### src/rtl/instr_fetch.sv
// rtl/instr_fetch.sv - Hack CPU instruction-fetch responder with optional sequential prefetch
//
// Optional feature macro: INSTR_FETCH_PREFETCH_EN (one-entry sequential prefetch buffer)
// Parameter : TIMEOUT      cycles to wait for mem_ack before aborting a read (1..65535)
// Ports     : clk, reset_n (sync, active-low)
//             pc_addr, fetch_req             fetch request from the PC
//             instr, instr_valid, stall      delivery to the CPU / PC hold
//             mem_addr, mem_rd               registered read request to memory
//             mem_rdata, mem_ack             read response from memory
//             timeout_err                    sticky read-timeout flag
module instr_fetch #(
  parameter int unsigned TIMEOUT = 255
) (
  input  logic        clk,
  input  logic        reset_n,
  input  logic [14:0] pc_addr,
  input  logic        fetch_req,
  output logic [15:0] instr,
  output logic        instr_valid,
  output logic        stall,
  output logic [14:0] mem_addr,
  output logic        mem_rd,
  input  logic [15:0] mem_rdata,
  input  logic        mem_ack,
  output logic        timeout_err
);

  localparam logic [15:0] TO_LAST = 16'(TIMEOUT - 1);

`ifdef INSTR_FETCH_PREFETCH_EN
  typedef enum logic [1:0] {S_IDLE, S_FETCH, S_PREFETCH} state_t;
`else
  typedef enum logic [1:0] {S_IDLE, S_FETCH} state_t;
`endif

  state_t      state_q, state_d;
  logic [15:0] instr_q, instr_d;
  logic        instr_valid_q, instr_valid_d;
  logic        stall_q, stall_d;
  logic [14:0] mem_addr_q, mem_addr_d;
  logic        mem_rd_q, mem_rd_d;
  logic        timeout_err_q, timeout_err_d;
  logic [15:0] cnt_q, cnt_d;

`ifdef INSTR_FETCH_PREFETCH_EN
  logic        buf_valid_q, buf_valid_d;
  logic [14:0] buf_tag_q, buf_tag_d;
  logic [15:0] buf_data_q, buf_data_d;
  logic [14:0] pf_addr_q, pf_addr_d;     // address the next/current prefetch reads
  logic        pend_q, pend_d;           // non-matching request waiting on the prefetch
  logic [14:0] pend_addr_q, pend_addr_d;
`endif

  logic ack;
  logic tmo;
  logic req;

  // Acks only count while a read is actually on the bus, so a held or late
  // ack after mem_rd drops is never taken.
  assign ack = mem_rd_q & mem_ack;
  assign tmo = mem_rd_q & ~mem_ack & (cnt_q == TO_LAST);
  assign req = fetch_req & ~stall_q;

  always_comb begin
    state_d       = state_q;
    instr_d       = instr_q;
    instr_valid_d = 1'b0;
    stall_d       = stall_q;
    mem_addr_d    = mem_addr_q;
    mem_rd_d      = mem_rd_q;
    timeout_err_d = timeout_err_q;
    cnt_d         = mem_rd_q ? cnt_q + 16'd1 : 16'd0;
`ifdef INSTR_FETCH_PREFETCH_EN
    buf_valid_d   = buf_valid_q;
    buf_tag_d     = buf_tag_q;
    buf_data_d    = buf_data_q;
    pf_addr_d     = pf_addr_q;
    pend_d        = pend_q;
    pend_addr_d   = pend_addr_q;
`endif

    case (state_q)
      S_IDLE: begin
        if (req) begin
`ifdef INSTR_FETCH_PREFETCH_EN
          if (buf_valid_q && (pc_addr == buf_tag_q)) begin
            instr_d       = buf_data_q;
            instr_valid_d = 1'b1;
            pf_addr_d     = buf_tag_q + 15'd1;
            state_d       = S_PREFETCH;
          end else begin
`endif
            mem_addr_d = pc_addr;
            mem_rd_d   = 1'b1;
            stall_d    = 1'b1;
            state_d    = S_FETCH;
`ifdef INSTR_FETCH_PREFETCH_EN
          end
`endif
        end
      end

      S_FETCH: begin
        if (!mem_rd_q) begin
          // Entered from a prefetch handoff with mem_rd low; issue the read now.
          mem_rd_d = 1'b1;
        end else if (ack) begin
          mem_rd_d      = 1'b0;
          instr_d       = mem_rdata;
          instr_valid_d = 1'b1;
          stall_d       = 1'b0;
`ifdef INSTR_FETCH_PREFETCH_EN
          pf_addr_d     = mem_addr_q + 15'd1;
          state_d       = S_PREFETCH;
`else
          state_d       = S_IDLE;
`endif
        end else if (tmo) begin
          mem_rd_d      = 1'b0;
          instr_d       = 16'h0000;
          instr_valid_d = 1'b1;
          stall_d       = 1'b0;
          timeout_err_d = 1'b1;
          state_d       = S_IDLE;
        end
      end

`ifdef INSTR_FETCH_PREFETCH_EN
      S_PREFETCH: begin
        if (!mem_rd_q) begin
          // Launch cycle: mem_rd stayed low for a cycle after the previous read.
          mem_addr_d = pf_addr_q;
          mem_rd_d   = 1'b1;
          if (req) begin
            stall_d = 1'b1;
            if (pc_addr == pf_addr_q) begin
              state_d = S_FETCH;
            end else begin
              pend_d      = 1'b1;
              pend_addr_d = pc_addr;
            end
          end
        end else if (ack) begin
          mem_rd_d    = 1'b0;
          buf_valid_d = 1'b1;
          buf_tag_d   = mem_addr_q;
          buf_data_d  = mem_rdata;
          if (pend_q) begin
            pend_d     = 1'b0;
            mem_addr_d = pend_addr_q;
            state_d    = S_FETCH;
          end else if (req) begin
            if (pc_addr == mem_addr_q) begin
              instr_d       = mem_rdata;
              instr_valid_d = 1'b1;
              pf_addr_d     = mem_addr_q + 15'd1;
            end else begin
              mem_addr_d = pc_addr;
              stall_d    = 1'b1;
              state_d    = S_FETCH;
            end
          end else begin
            state_d = S_IDLE;
          end
        end else if (tmo) begin
          mem_rd_d      = 1'b0;
          timeout_err_d = 1'b1;
          buf_valid_d   = 1'b0;
          pend_d        = 1'b0;
          stall_d       = 1'b0;
          state_d       = S_IDLE;
        end else if (req) begin
          stall_d = 1'b1;
          if (pc_addr == mem_addr_q) begin
            // Same read already in flight; promote it to a demand fetch.
            state_d = S_FETCH;
          end else begin
            pend_d      = 1'b1;
            pend_addr_d = pc_addr;
          end
        end
      end
`endif

      default: state_d = S_IDLE;
    endcase
  end

  always_ff @(posedge clk) begin
    if (!reset_n) begin
      state_q       <= S_IDLE;
      instr_q       <= 16'h0000;
      instr_valid_q <= 1'b0;
      stall_q       <= 1'b0;
      mem_addr_q    <= 15'h0000;
      mem_rd_q      <= 1'b0;
      timeout_err_q <= 1'b0;
      cnt_q         <= 16'd0;
`ifdef INSTR_FETCH_PREFETCH_EN
      buf_valid_q   <= 1'b0;
      buf_tag_q     <= 15'h0000;
      buf_data_q    <= 16'h0000;
      pf_addr_q     <= 15'h0000;
      pend_q        <= 1'b0;
      pend_addr_q   <= 15'h0000;
`endif
    end else begin
      state_q       <= state_d;
      instr_q       <= instr_d;
      instr_valid_q <= instr_valid_d;
      stall_q       <= stall_d;
      mem_addr_q    <= mem_addr_d;
      mem_rd_q      <= mem_rd_d;
      timeout_err_q <= timeout_err_d;
      cnt_q         <= cnt_d;
`ifdef INSTR_FETCH_PREFETCH_EN
      buf_valid_q   <= buf_valid_d;
      buf_tag_q     <= buf_tag_d;
      buf_data_q    <= buf_data_d;
      pf_addr_q     <= pf_addr_d;
      pend_q        <= pend_d;
      pend_addr_q   <= pend_addr_d;
`endif
    end
  end

  assign instr       = instr_q;
  assign instr_valid = instr_valid_q;
  assign stall       = stall_q;
  assign mem_addr    = mem_addr_q;
  assign mem_rd      = mem_rd_q;
  assign timeout_err = timeout_err_q;

endmodule

### config.mk
export PLATFORM = sky130hd
export DESIGN_NAME = instr_fetch
export DESIGN_NICKNAME = d
export VERILOG_FILES = /design/src/rtl/instr_fetch.sv
export SDC_FILE = /design/constraint.sdc
export NUM_CORES = 1
export LEC_CHECK = 0
export CAP_MARGIN = 20
export CORE_UTILIZATION = 40
export CTS_CLUSTER_DIAMETER = 120
export CTS_CLUSTER_SIZE = 16
export DETAILED_ROUTE_END_ITERATION = 8
export HOLD_SLACK_MARGIN = 0.15
export MAX_ROUTING_LAYER = met4
export PLACE_DENSITY = 0.76
export SYNTH_ARGS = -nofsm -noshare
export SYNTH_HDL_FRONTEND = slang
export SYNTH_SLANG_ARGS = --single-unit
### constraint.sdc
create_clock -name clk -period 2 [get_ports clk]
set_input_delay 0.4 -clock clk [delete_from_list [all_inputs] [get_ports clk]]
set_output_delay 0.4 -clock clk [all_outputs]
set_load 0.01 [all_outputs]
==> summary.md <==
| Metric | Value |
|---|---|
| Number of buffers created by CTS | 5 |
| Routability Congestion | 0.787 |
| Placeable core region | 0.00472 mm^2 |
| Number of routed nets with antenna violations | 0 |
| Top Ports | 70 |
| Vert. Die Dim | 72.0 um |
| Synth top area cells | sky130_fd_sc_hd__dfxtp_1 52%, sky130_fd_sc_hd__mux2i_1 8.2%, sky130_fd_sc_hd__nand2_1 6.5% |
| Number of standard cells in the final layout excluding fillers | 349 |
| H-Tree Depth | 2 |
| Power density over cell area | 701 mW/mm^2 |
| Post-synthesis cell type with the largest combined area | sky130_fd_sc_hd__dfxtp_1 |
| Synthesized flop and latch total | 51 |
| Setup Viol. Count Final | 0 |
| Vias in the first global route | 1,524 |
| Synth top cells by count | 51 x sky130_fd_sc_hd__dfxtp_1, 34 x sky130_fd_sc_hd__nand2_1, 33 x sky130_fd_sc_hd__nor2_1 |
| Post-synth EDFFs | 0 |
| Mapped Nets | 244 |
| Placed Cells | 341 |
| Clock Latency Late Sink | 300 ps |
| Fin. max-slew vios | 0 |
| Largest net degree at the start of global routing | 20 |
| Count of standard-cell rows | 25 |
| Hold violation count in the final report | 0 |
| Detailed-route wire length | 4030 um |
| Tightest slew margin relative to the limit | 63.8% |
| Post-synthesis cell count | 207 |
| Min Tclk post-route | 1940 ps |
| Die footprint | 0.00518 mm^2 |
| Max VDD drop | 0.369 mV |
| Leakage Power | 1.16 nW |
| Total number of vias | 1,646 |
| Placed wire-length estimate after detailed placement | 2900 um |
| Setup slack after layout | 59.1 ps |
| Post-CTS setup buffer count | 0 |
| First drt pass iteration count | 4 |
| Worst clock skew | 4.65 ps |
| Yosys warns | 0 |
| Largest fanout on the critical path | 17 |
| Proportion of netlist area held by the largest area contributor | 52.1% |
| Maximum count of clock buffers along a single path | 2 |
| Synth async-reset ratio | 0% |
| Detail-routed net length per standard cell | 11.5 um |
| Worst path slowest cell | sky130_fd_sc_hd__or4_4 |
| Clock-pin transition on the worst setup and hold timing paths | 90 ps |
| Crit-path cells | ha_1 -> or4b_1 -> or4_4 -> o21ai_4 -> buf_12 -> nor2_1 |
| Inserted Diodes | 0 |
| Nets@finish | 318 |
| Arrival @ worst endpoint | 2140 ps |
| Category of the worst setup path launch point | flip-flop |
| Worst Path Class, Setup | reg -> reg |
| Fraction of final layout cells sized beyond drive strength 1 | 6.74% |
| Count of buffer and inverter cells on the critical path | 1 |
| Sinks on the clock net | 51 |
| Average cell area after synthesis | 9.47 um^2 |
| Share of the core filled with cells | 61.2% |
| Outcome | finished clean |
| Number of buffers added on ports | 69 |
| CP top delay family | simple AND/OR/NAND/NOR gates |
| Remaining routing DRC violations | 0 |
| Share of synthesized area occupied by flip-flops and latches | 52.1% |
| Area Growth Syn to Fin | 47.4% |
| Critical path's largest stage delay | 450 ps |
| CTS tree | built |
| Kind of end point of the critical path | flip-flop |
| Initial antenna violation count | 0 |
| Starting DRT DRC Count | 45 |
| Fmax | 515 MHz |
| Setup slack after placement | -292 ps |
| Die X | 72.0 um |
| Max Cap Violations | 0 |
| Avg Vias per Cell | 4.72 |
| Transition time of the tightest slew-check pin | 541 ps |
| Final total negative setup slack | 0 ps |
| Overall fraction of global-route tracks in use | 16.9% |
| CTS root buf | sky130_fd_sc_hd__clkbuf_8 |
| Area of the mapped netlist | 0.00196 mm^2 |
| Initial cell density of the core | 41.5% |
| Count leader, synth | sky130_fd_sc_hd__dfxtp_1 |
| GR Overflow Total | 0 |
| Most common flop cell mapped by yosys | sky130_fd_sc_hd__dfxtp_1 |
| Number of distinct library cells after synthesis | 32 |
| Hold Crit Class | reg -> reg |
| First-pass GRT wire length | 6720 um |
| Unrepaired setup endpoints after global routing | false |
| Final period utilization | 97.0% |
| Post-route worst hold slack | 464 ps |
| Worst endpoint required time | 2190 ps |
## final timing paths
| kind | start | to | slack [ps] | depth (start not counted) |
|---|---|---|---|---|
| max reg2reg | cnt_q[1] | instr[2] | 60 | 6 |
| max | cnt_q[1] | instr[2] | 60 | 6 |
| min reg2reg | mem_addr[12] | mem_addr[12] | 460 | 2 |
| min | mem_addr[12] | mem_addr[12] | 460 | 2 |
## power by group
group | internal, W | total [W] | leakage, nW | switching, W
Clock | 0.000405 | 0.000724 | 0.0612 | 0.000320
Sequential | 0.00105 | 0.00107 | 0.414 | 0.0000193
Combinational | 0.000147 | 0.000236 | 0.687 | 0.0000890
## cell type report
cell class                      instances  area (um^2)
Clock buffer                            6         82.6
Inverter                                1         3.75
Clock inverter                          2         35.0
Sequential cell                        51         1020
Multi-Input combinational cell        146          892
Timing Repair Buffer                   76          771
Tap cell                               67         83.8
Fill cell                             431         1830
## state kept, by name (all words and copies together), names as in the netlist
signal       flops
cnt_q           16
instr           16
mem_addr        15
instr_valid      1
mem_rd           1
stall            1
timeout_err      1
## tightest hold or removal path, cell delays in order, from the launching register on
cell and delay (ps):
sky130_fd_sc_hd__dfxtp_1 320, sky130_fd_sc_hd__nand2_1 40, sky130_fd_sc_hd__a21boi_0 60
## layout by cell type, fill, tap and decap left out, drive strengths merged, types with 4 or more instances in the layout
master,synthesis,layout
a21boi,15,15
and4,4,4
buf,3,7
clkbuf,6,6
clkdlybuf4s50,0,68
dfxtp,51,51
mux2i,16,16
nand2,34,34
nand3,6,6
nand4,6,6
nor2,33,33
o21ai,4,4
xor2,11,11
## logic make-up after synthesis
family / after synthesis / synth area share (%)
and+or+nand+nor: 93 / 21.9
adders and majority gates: 2 / 1.28
xor gates and xnor gates: 13 / 5.81
muxes: 16 / 8.17
DFF: 51 / 52.1
AOI/OAI and AO/OA: 22 / 8.37
buffers and inverters: 10 / 2.36
## through the flow
step                      area [um^2]  power (W)
after global routing             2890    0.00212
after CTS                        2890    0.00205
after global placement           2770    0.00133
after detailed placement         2770    0.00133
after floorplan                  1960    0.00117
final                            2890    0.00203
## timing repair
action                                  4_1_cts  5_1_grt
endpoints found under the setup margin        0        1
gates resized for setup                       0        1
hold buffers                                  0        0
## layer usage
metal / global-route usage [%] / routed length, um / up-vias
met4: 3.92 / 27 / 0
met1: 19.4 / 1780 / 744
li1: - / - / 839
met2: 28.7 / 1950 / 59
met5: - / 0 / -
met3: 5.42 / 269 / 4
No activity file was read; power rests on OpenSTA's default activity.
